**src/rtl/seg7_pkg.sv**
```systemverilog
// Shared types and helpers for the 7-segment display source scheduler.
package seg7_pkg;

    localparam int SEG7_W       = 32;
    localparam int SEG7_IDX_W   = 3;
    localparam int SEG7_MAX_SRC = 8;

    typedef enum logic [0:0] {
        ST_IDLE,
        ST_SHOW
    } seg7_state_e;

    function automatic logic [SEG7_MAX_SRC-1:0] onehot(input logic [SEG7_IDX_W-1:0] idx);
        onehot = SEG7_MAX_SRC'(1) << idx;
    endfunction

endpackage

```
**src/rtl/seg7_src_scheduler_if.sv**
```systemverilog
// Requester/display bus of the scheduler: master is the SoC side, slave is the scheduler.
interface seg7_src_scheduler_if #(
    parameter int NUM_SRC = 4
);
    import seg7_pkg::*;

    logic [NUM_SRC-1:0]        src_req;
    logic [SEG7_W*NUM_SRC-1:0] src_data;
    logic                      lock;
    logic [NUM_SRC-1:0]        src_grant;
    logic [SEG7_IDX_W-1:0]     cur_idx;
    logic                      disp_cs;
    logic [SEG7_W-1:0]         disp_data;

    modport master (
        output src_req, src_data, lock,
        input  src_grant, cur_idx, disp_cs, disp_data
    );

    modport slave (
        input  src_req, src_data, lock,
        output src_grant, cur_idx, disp_cs, disp_data
    );

endinterface

```
**src/rtl/seg7_rr_pick.sv**
```systemverilog
// Combinational round-robin picker: first set bit of mask after last_idx, last_idx itself scanned last.
module seg7_rr_pick
    import seg7_pkg::*;
#(
    parameter int NUM_SRC = 4
) (
    input  logic [NUM_SRC-1:0]    mask,
    input  logic [SEG7_IDX_W-1:0] last_idx,
    output logic [SEG7_IDX_W-1:0] idx,
    output logic                  found
);

    localparam int SEL_W = (NUM_SRC > 1) ? $clog2(NUM_SRC) : 1;

    logic [SEL_W-1:0] pos;

    // NOTE: every always_comb output gets a default first, so no path can infer a latch.
    always_comb begin
        idx   = '0;
        found = 1'b0;
        pos   = '0;
        // Scan from farthest to nearest so the nearest hit overwrites the others.
        for (int k = NUM_SRC; k >= 1; k--) begin
            pos = SEL_W'((int'(last_idx) + k) % NUM_SRC);
            if (mask[pos]) begin
                idx   = SEG7_IDX_W'(pos);
                found = 1'b1;
            end
        end
    end

endmodule

```
**src/rtl/seg7_src_scheduler.sv**
```systemverilog
// Round-robin time-sharing of the 7-segment display driver between NUM_SRC requesters.
// Optional SEG7_FORCE_EN adds force_en/force_idx to pin the display to one source.
module seg7_src_scheduler
    import seg7_pkg::*;
#(
    parameter int NUM_SRC      = 4,
    parameter int DWELL_CYCLES = 50_000_000,
    parameter int CNT_W        = 26
) (
    input  logic                  clk,
    input  logic                  reset_n,
`ifdef SEG7_FORCE_EN
    input  logic                  force_en,
    input  logic [SEG7_IDX_W-1:0] force_idx,
`endif
    seg7_src_scheduler_if.slave   bus
);

    seg7_state_e           state_q,     state_d;
    logic [SEG7_IDX_W-1:0] cur_idx_q,   cur_idx_d;
    logic [CNT_W-1:0]      dwell_cnt_q, dwell_cnt_d;
    logic [NUM_SRC-1:0]    grant_q,     grant_d;
    logic                  cs_q,        cs_d;
    logic [SEG7_W-1:0]     data_q,      data_d;

    logic [SEG7_W-1:0]     src_word [SEG7_MAX_SRC];
    logic [NUM_SRC-1:0]    pick_mask;
    logic [SEG7_IDX_W-1:0] pick_idx;
    logic                  pick_found;
    logic                  cur_present;
    logic                  expired;
    logic                  take_pick;

    // Out-of-range indices (e.g. a forced index >= NUM_SRC) read as zero.
    for (genvar g = 0; g < SEG7_MAX_SRC; g++) begin : g_word
        if (g < NUM_SRC) begin : g_src
            assign src_word[g] = bus.src_data[g*SEG7_W +: SEG7_W];
        end else begin : g_pad
            assign src_word[g] = '0;
        end
    end

    assign cur_present = |(bus.src_req & NUM_SRC'(onehot(cur_idx_q)));
    assign expired     = (dwell_cnt_q == CNT_W'(DWELL_CYCLES - 1));
    assign pick_mask   = (state_q == ST_IDLE) ? bus.src_req
                                              : (bus.src_req & ~NUM_SRC'(onehot(cur_idx_q)));

    seg7_rr_pick #(.NUM_SRC(NUM_SRC)) u_pick (
        .mask     (pick_mask),
        .last_idx (cur_idx_q),
        .idx      (pick_idx),
        .found    (pick_found)
    );

    always_comb begin
        state_d     = state_q;
        cur_idx_d   = cur_idx_q;
        dwell_cnt_d = dwell_cnt_q;
        grant_d     = grant_q;
        cs_d        = cs_q;
        data_d      = data_q;
        take_pick   = 1'b0;
`ifdef SEG7_FORCE_EN
        if (force_en) begin
            state_d     = ST_IDLE;
            cur_idx_d   = force_idx;
            dwell_cnt_d = '0;
            grant_d     = '0;
            cs_d        = 1'b1;
            data_d      = src_word[force_idx];
        end else
`endif
        begin
            case (state_q)
                ST_IDLE: begin
                    grant_d   = '0;
                    cs_d      = 1'b0;
                    take_pick = pick_found;
                end
                ST_SHOW: begin
                    cs_d        = 1'b1;
                    data_d      = src_word[cur_idx_q];
                    dwell_cnt_d = dwell_cnt_q + 1'b1;
                    if (!cur_present) begin
                        // A drop ends the dwell regardless of lock; with no one left, blank but keep data.
                        if (pick_found) begin
                            take_pick = 1'b1;
                        end else begin
                            state_d     = ST_IDLE;
                            grant_d     = '0;
                            cs_d        = 1'b0;
                            data_d      = data_q;
                            dwell_cnt_d = '0;
                        end
                    end else if (expired) begin
                        if (!bus.lock && pick_found) begin
                            take_pick = 1'b1;
                        end else begin
                            dwell_cnt_d = '0;
                        end
                    end
                end
                default: state_d = ST_IDLE;
            endcase

            if (take_pick) begin
                state_d     = ST_SHOW;
                cur_idx_d   = pick_idx;
                dwell_cnt_d = '0;
                grant_d     = NUM_SRC'(onehot(pick_idx));
                cs_d        = 1'b1;
                data_d      = src_word[pick_idx];
            end
        end
    end

    // NOTE: sequential state uses non-blocking assignments so all flops update from pre-edge values.
    always_ff @(posedge clk or negedge reset_n) begin
        if (!reset_n) begin
            state_q     <= ST_IDLE;
            cur_idx_q   <= SEG7_IDX_W'(NUM_SRC - 1);
            dwell_cnt_q <= '0;
            grant_q     <= '0;
            cs_q        <= 1'b0;
            data_q      <= '0;
        end else begin
            state_q     <= state_d;
            cur_idx_q   <= cur_idx_d;
            dwell_cnt_q <= dwell_cnt_d;
            grant_q     <= grant_d;
            cs_q        <= cs_d;
            data_q      <= data_d;
        end
    end

    assign bus.src_grant = grant_q;
    assign bus.cur_idx   = cur_idx_q;
    assign bus.disp_cs   = cs_q;
    assign bus.disp_data = data_q;

endmodule

```
**src/flat_wrapper.sv**
```systemverilog
// flat-port wrapper written by rule: the top's interface ports become plain ports
module seg7_src_scheduler_flat import seg7_pkg::*;
#(
    parameter int NUM_SRC      = 4,
    parameter int DWELL_CYCLES = 50_000_000,
    parameter int CNT_W        = 26
)
  (clk, reset_n, bus_src_req, bus_src_data, bus_lock, bus_src_grant, bus_cur_idx, bus_disp_cs, bus_disp_data);
  seg7_src_scheduler_if #(.NUM_SRC(NUM_SRC)) bus_i ();
  input  logic clk;
  input  logic reset_n;
  input wire logic [$bits(bus_i.src_req)-1:0] bus_src_req;
  input wire logic [$bits(bus_i.src_data)-1:0] bus_src_data;
  input wire logic [$bits(bus_i.lock)-1:0] bus_lock;
  output wire logic [$bits(bus_i.src_grant)-1:0] bus_src_grant;
  output wire logic [$bits(bus_i.cur_idx)-1:0] bus_cur_idx;
  output wire logic [$bits(bus_i.disp_cs)-1:0] bus_disp_cs;
  output wire logic [$bits(bus_i.disp_data)-1:0] bus_disp_data;
  assign bus_i.src_req = bus_src_req;
  assign bus_i.src_data = bus_src_data;
  assign bus_i.lock = bus_lock;
  assign bus_src_grant = bus_i.src_grant;
  assign bus_cur_idx = bus_i.cur_idx;
  assign bus_disp_cs = bus_i.disp_cs;
  assign bus_disp_data = bus_i.disp_data;
  seg7_src_scheduler #(.NUM_SRC(NUM_SRC), .DWELL_CYCLES(DWELL_CYCLES), .CNT_W(CNT_W)) u_core (.clk(clk), .reset_n(reset_n), .bus(bus_i));
endmodule
```
**config.mk**
```make
export PLATFORM = sky130hd
export DESIGN_NAME = seg7_src_scheduler_flat
export DESIGN_NICKNAME = d
export VERILOG_FILES = /design/src/rtl/seg7_pkg.sv /design/src/rtl/seg7_src_scheduler_if.sv /design/src/rtl/seg7_rr_pick.sv /design/src/rtl/seg7_src_scheduler.sv /design/src/flat_wrapper.sv
export SDC_FILE = /design/constraint.sdc
export NUM_CORES = 1
export LEC_CHECK = 0
export CORE_MARGIN = 3
export CORE_UTILIZATION = 40
export CTS_CLUSTER_DIAMETER = 80
export CTS_CLUSTER_SIZE = 16
export DETAILED_ROUTE_END_ITERATION = 10
export PLACE_DENSITY = 0.76
export SYNTH_ARGS = -nofsm -noshare
export SYNTH_HDL_FRONTEND = slang
export SYNTH_HIERARCHICAL = 1
export SYNTH_SLANG_ARGS = --single-unit
```
**constraint.sdc**
```tcl
create_clock -name clk -period 4.6 [get_ports clk]
set_clock_uncertainty 0.05 [all_clocks]
set_input_delay 0.92 -clock clk [delete_from_list [all_inputs] [get_ports clk]]
set_output_delay 0.92 -clock clk [all_outputs]
set_load 0.01 [all_outputs]
```
After elaboration in Yosys (flattened, before gate mapping)
Cells that the tools add are included.
{"block": "classes", "n_mux": 47, "add_sub_neg": 5, "n_lt_le_gt_ge": 6, "n_shift": 2, "bitwise_logic": 6, "n_eq_ne": 3, "n_reduce_logical": 7}
{"op": "2-to-1 mux 32 bit", "count": 8}
{"op": "binary-select mux 32 bit (select 3 bit)", "count": 2}
{"op": "2-to-1 mux 26 bit", "count": 6}
{"op": "adder 26 x 1 -> 26 bit, second input constant", "count": 1}
{"op": "equality test 26 bit, second input constant", "count": 1}
{"op": "2-to-1 mux 1 bit", "count": 16}
{"op": "2-to-1 mux 4 bit", "count": 4}
{"op": "less-than comparator 2 x 3 -> 1 bit, second input constant", "count": 4}
{"op": "2-to-1 mux 3 bit", "count": 3}
{"op": "bitwise AND 4 bit", "count": 2}
{"op": "binary-select mux 1 bit (select 2 bit)", "count": 4}
{"op": ">= comparator 4 bit, second input constant", "count": 2}
{"op": "inverter 3 -> 4 bit", "count": 2}
{"op": "case mux 4 bit (2 select lines)", "count": 1}
{"op": "left shift 1 x 3 -> 4 bit, first input constant", "count": 2}
{"op": "inequality test 3 bit, second input constant", "count": 2}
{"op": "adder 2 x 1 -> 2 bit, second input constant", "count": 2}
{"op": "adder 2 bit, second input constant", "count": 2}
{"op": "inverter 4 bit", "count": 1}
{"op": "case mux 1 bit (2 select lines)", "count": 2}
{"op": "AND reduction 2 bit", "count": 2}
{"op": "OR reduction 4 bit", "count": 1}
{"op": "nonzero test 3 bit", "count": 1}
{"op": "2-to-1 mux 2 bit", "count": 1}
{"op": "4 further kinds", "count": 4}
{"block": "totals", "out_inout_bits": 40, "register_bits": 67, "inputBits": 135, "word_cells": 82}

Logic depth before layout (Yosys ltp)
{"block": "logic_depth", "ltp_word": 17, "mapped_depth": 14, "depth_no_buf": 9}

Hierarchy
The synthesis kept the hierarchy.
{"module": "seg7_src_scheduler", "area_per_inst_um2": 4967.3, "seq_area_each_um2": 1654.1, "cells_per_inst": 469, "n_inst": 1}
{"module": "seg7_rr_pick", "area_per_inst_um2": 102.6, "seq_area_each_um2": 0.0, "cells_per_inst": 16, "n_inst": 1}

Worst setup path before layout
Ideal clock, no wire load.
{"block": "synth_timing", "path_type": "reg-to-reg", "from": "register u_core.cur_idx_q[1], in the netlist u_core/bus.cur_idx[1]", "to": "register u_core.data_q[0], in the netlist u_core/bus.disp_data[0]", "setup_slack_ps": 971, "n_path_buf": 4, "arrival_time_ps": 3452, "path_stages_with_launch": 12, "path_cell_list": "dfstp_2 -> buf_2 -> buf_1 -> inv_1 -> a21boi_0 -> mux2i_1 -> o221ai_2 -> buf_2 -> buf_1 -> mux4_2 -> a21oi_1 -> o21ai_0"}
{"element": "start, declared", "line_no": "seg7_src_scheduler.sv:20", "source": "logic [SEG7_IDX_W-1:0] cur_idx_q, cur_idx_d;"}
{"element": "start signal, assigned", "line_no": "seg7_src_scheduler.sv:121", "source": "cur_idx_q <= SEG7_IDX_W'(NUM_SRC - 1);"}
{"element": "start signal, assigned", "line_no": "seg7_src_scheduler.sv:128", "source": "cur_idx_q <= cur_idx_d;"}
{"element": "left shift 1 x 3 -> 4 bit (*)", "line_no": "seg7_pkg.sv:14", "source": "onehot = SEG7_MAX_SRC'(1) << idx;"}
{"element": "inverter 4 bit (*)", "line_no": "seg7_src_scheduler.sv:46", "source": ": (bus.src_req & ~NUM_SRC'(onehot(cur_idx_q)));"}
{"element": "bitwise AND 4 bit (*)", "line_no": "seg7_src_scheduler.sv:46"}
{"element": "2-to-1 mux 4 bit (*)", "line_no": "seg7_src_scheduler.sv:45", "source": "assign pick_mask = (state_q == ST_IDLE) ? bus.src_req"}
{"element": "net u_core.pick_mask[1]", "line_no": "seg7_src_scheduler.sv:27", "source": "logic [NUM_SRC-1:0] pick_mask;"}
{"element": "binary-select mux 1 bit (select 2 bit)", "line_no": "seg7_rr_pick.sv:25", "source": "if (mask[pos]) begin"}
{"element": "2-to-1 mux 1 bit (implied by the code)", "line_no": "seg7_rr_pick.sv:25"}
{"element": "2-to-1 mux 2 bit", "line_no": "seg7_rr_pick.sv:25"}
{"element": "2-to-1 mux 3 bit (2 in series)", "line_no": "seg7_rr_pick.sv:25"}
{"element": "2-to-1 mux 3 bit (*)", "line_no": "seg7_rr_pick.sv:25"}
{"element": "net u_core.pick_idx[0]", "line_no": "seg7_src_scheduler.sv:28", "source": "logic [SEG7_IDX_W-1:0] pick_idx;"}
{"element": "inverter 3 -> 4 bit (implied by the code) (*)", "line_no": "seg7_src_scheduler.sv:112", "source": "data_d = src_word[pick_idx];"}
{"element": "binary-select mux 32 bit (select 3 bit) (*)", "line_no": "seg7_src_scheduler.sv:112"}
{"element": "2-to-1 mux 32 bit (implied by the code) (*) (2 in series)", "line_no": "seg7_src_scheduler.sv:112"}
{"element": "2-to-1 mux 32 bit (*)", "line_no": "seg7_src_scheduler.sv:106", "source": "if (take_pick) begin"}
{"element": "end signal, assigned", "line_no": "seg7_src_scheduler.sv:132", "source": "data_q <= data_d;"}
{"element": "end, declared", "line_no": "seg7_src_scheduler.sv:24", "source": "logic [SEG7_W-1:0] data_q, data_d;"}
Mark *: on every way through the listed nets, which the timed path passes. The rest lies on a longest branch. The select of a mux whose other input is x is not followed.
A chain may end at the register's enable or synchronous reset.

Worst setup path in the final report
{"block": "layout_timing", "from": "register u_core.cur_idx_q[1], in the netlist u_core/bus.cur_idx[1]", "to": "register u_core.data_q[21], in the netlist u_core/bus.disp_data[21]"}
The elaborated chain is that of the path after synthesis.

==> results.md <==
- Slowest stage cell, crit path: dfstp_2
- Worst hold path class: flip-flop to flip-flop
- Setup ws final: around 1.2 ns
- Commonest register cell after synthesis: dfrtp_1
- Gate Count Post-Synth: 485
- VDD IR max: 0.3373 mV
- Iter 0 DRT Violations: around 330
- Starting Density: 41.52%
- Sequential area share after synthesis: about a third
- Static leakage: 2.754 nW
- H-tree depth: 3
- Synth async-reset ratio: 100.0%
- Grt ovf: 0
- Pre-antenna DRT Iters: 5
- Port-buffer cells: between 150 and 200
- Post-synth EDFFs: 0
- Final hold slack: around 0.42 ns
- CTS Buffer Depth: 2
- Cts hold-fix bufs: 0
- # DRC: 0
- Setup tns final: 0 ns
- Critical Path AT: 3.54 ns
- WL/cell: 19.80 um
- Worst-path cell chain: inv_1, a21boi_0, mux2i_1, o221ai_4, buf_12, mux4_2, a21oi_1, o21ai_0
- Post-CTS Setup Repair Bufs: 0
- Worst rel slew slack: between 10% and 20%
- RSZ-0062 raised after global routing: false
- Antenna-violating nets left: 0
- FP Rows: 40
- Worst endpoint required time: 4.76 ns
- FF+latch count, synth: 66
- Max-cap violations: 0
- Final Wtd Congestion: 0.8841
- Syn Nets: between 600 and 700
- Clk Latency, worst-skew pair: ~0.33 ns
- Crit end category: flip-flop
- Die Y: 118.6 um
- Critical Path Source Type: flip-flop
- Tmin final: 3.384 ns
- CTS resizes: 0
- Post-synth design cell area: roughly 5000 sq um
- Synth warnings: 6
- Final HPWL from detailed placement: 11680 um
- Vias per inst: 6.084
- Place WS: 0.8915 ns
- P per Cell Area: 593.2 nW/um^2
- Total Routing Usage GR: 22.77%
- Vias: 4934
- Diode count: 0
- Top cells by area, synth: dfrtp_1 (32%), mux4_2 (28%), a21oi_1 (7.8%), nand2_1 (4.1%), o21ai_0 (3.0%)
- Syn Area/Cell: 10.45 sq um
- Largest net degree at the start of global routing: 39
- Slew Viols, Final: 0
- CTS buffer count: 9
- Die area: approximately 14000 sq um
- Share of cells above drive strength 1: 17.11%
- Tcrit/Tclk final: 73.56%
- Most common cell in the netlist: a21oi_1
- Synth unique cells: 53
- # setup viols final: 0
- CTS Sinks: 66
- First-pass GRT wire length: 25700 um
- Detailed Route WL: 16060 um
- Critical path class: flip-flop to flip-flop
- Antenna violations before repair: 0
- Nets: 774
- Vias in the first global route: 5092
- Register-to-register setup slack: 1.22 ns
- Layout area overhead: 43.71%
- Yosys top cell area share: 31.59%
- Num ports: 175
- Core ar.: 12210 sq um
- CTS tree: done
- CP peak stage delay: 0.90 ns
- Most frequent cells after synthesis: a21oi_1 (79), dfrtp_1 (64), mux4_2 (64)
- Synth area leader: dfrtp_1
- Fmax: 0.2955 GHz
- Root buffer cell: clkbuf_16
- Final Hold Fails: 0
- Outcome: finished, final reports clean
- Slew @ Worst Pin: 1.301 ns
- Die width: approximately 120 um
- Worst-path clk slew: around 0.060 ns
- Critical path fanouts, max: 36
## final cells by class
type,count,area [sq um]
clock buffers,9,225.2
clock inverters,7,102.6
fillers,1048,4926
inverters,8,30.03
multi-input cells,368,3232
flip-flops and latches,66,1654
well taps,168,210.2
repair buffers,185,1832
## layer usage
metal / vias up / share of wire (%) / global-route usage (%)
met3: 43 / 10 / 7.368
met2: 276 / 50 / 39.22
li1: 2211 / - / -
met1: 2404 / 36 / 26.33
met5: - / 0 / 0
met4: 0 / 2.8 / 8.762
## cells by family after synthesis
| family | count (synthesis) | synth area share, % |
|---|---|---|
| AOI/OAI and AO/OA | 167 | 19.42 |
| and+or+nand+nor | 124 | 12.69 |
| muxes | 71 | 29.91 |
| DFF | 66 | 32.63 |
| buffers and inverters | 51 | 4.343 |
| xor gates and xnor gates | 4 | 0.6911 |
| adders and majority gates | 1 | 0.2468 |
| other | 1 | 0.07397 |
## through the flow
stage	utilization [%]	cell area [sq um]	std cells	power (mW)
6_report	59.66	7286	811	4.322
5_1_grt	59.66	7286	811	4.609
4_1_cts	59.66	7286	811	4.340
3_5_place_dp	56.98	6958	795	3.570
3_3_place_gp	56.98	6958	795	3.496
2_1_floorplan	-	5070	485	2.686
## power breakdown
part,internal [mW],switching [mW]
Clock,0.479,0.271
Sequential,0.779,0.163
Combinational,1.36,1.27
Total,2.62,1.70
## sequential cells by signal, indices dropped and copies added (netlist names)
signal / count
u_core/bus.disp_data: 32
u_core/bus.cur_idx: 3
u_core/bus.src_grant: 4
u_core/dwell_cnt_q: 26
u_core/bus.disp_cs: 1
## final timing paths
kind | start | endpoint | cells after the start
worst max-delay path | u_core/bus.cur_idx[1] | u_core/bus.disp_data[21] | 8
worst min-delay path | u_core/bus.disp_data[1] | u_core/bus.disp_data[1] | 2
worst max register to register | u_core/bus.cur_idx[1] | u_core/bus.disp_data[21] | 8
worst min register to register | u_core/bus.disp_data[1] | u_core/bus.disp_data[1] | 2
max in group asynchronous | reset_n | u_core/bus.cur_idx[0] | 2
min in group asynchronous | reset_n | u_core/dwell_cnt_q[6] | 1
## worst max-delay path: cells and delay by family (launching register included)
kind	cells	cell delay, ns
AOI/OAI and AO/OA	4	1.03
DFF	1	0.90
muxes	2	0.80
buffers and inverters	2	0.44
## placed cells by master (no fill, tap or decap), types with 2 or more instances in the layout
cell type        count
nor2_1               9
clkdlybuf4s50_1    173
clkinv_4             3
mux4_2              64
inv_1                8
a31oi_1             19
xor2_1               3
a22o_1               7
clkbuf_16            9
nand2b_1             5
dfrtp_1             64
nand3_1             12
mux2_2               4
nor3_1               3
a21boi_0             4
and4_1               5
buf_4               10
mux2i_1              3
nand2_1             56
a32o_1               4
o21ai_1              8
a21oi_2              3
nor2b_1              4
and2_1               2
a21oi_1             78
and3_1               5
bufinv_16            2
nor4_1               5
nor3b_1              3
nand4_1              5
a21o_1               5
o21ai_0             30
dfstp_2              2
(Power assumes the default switching activity.)
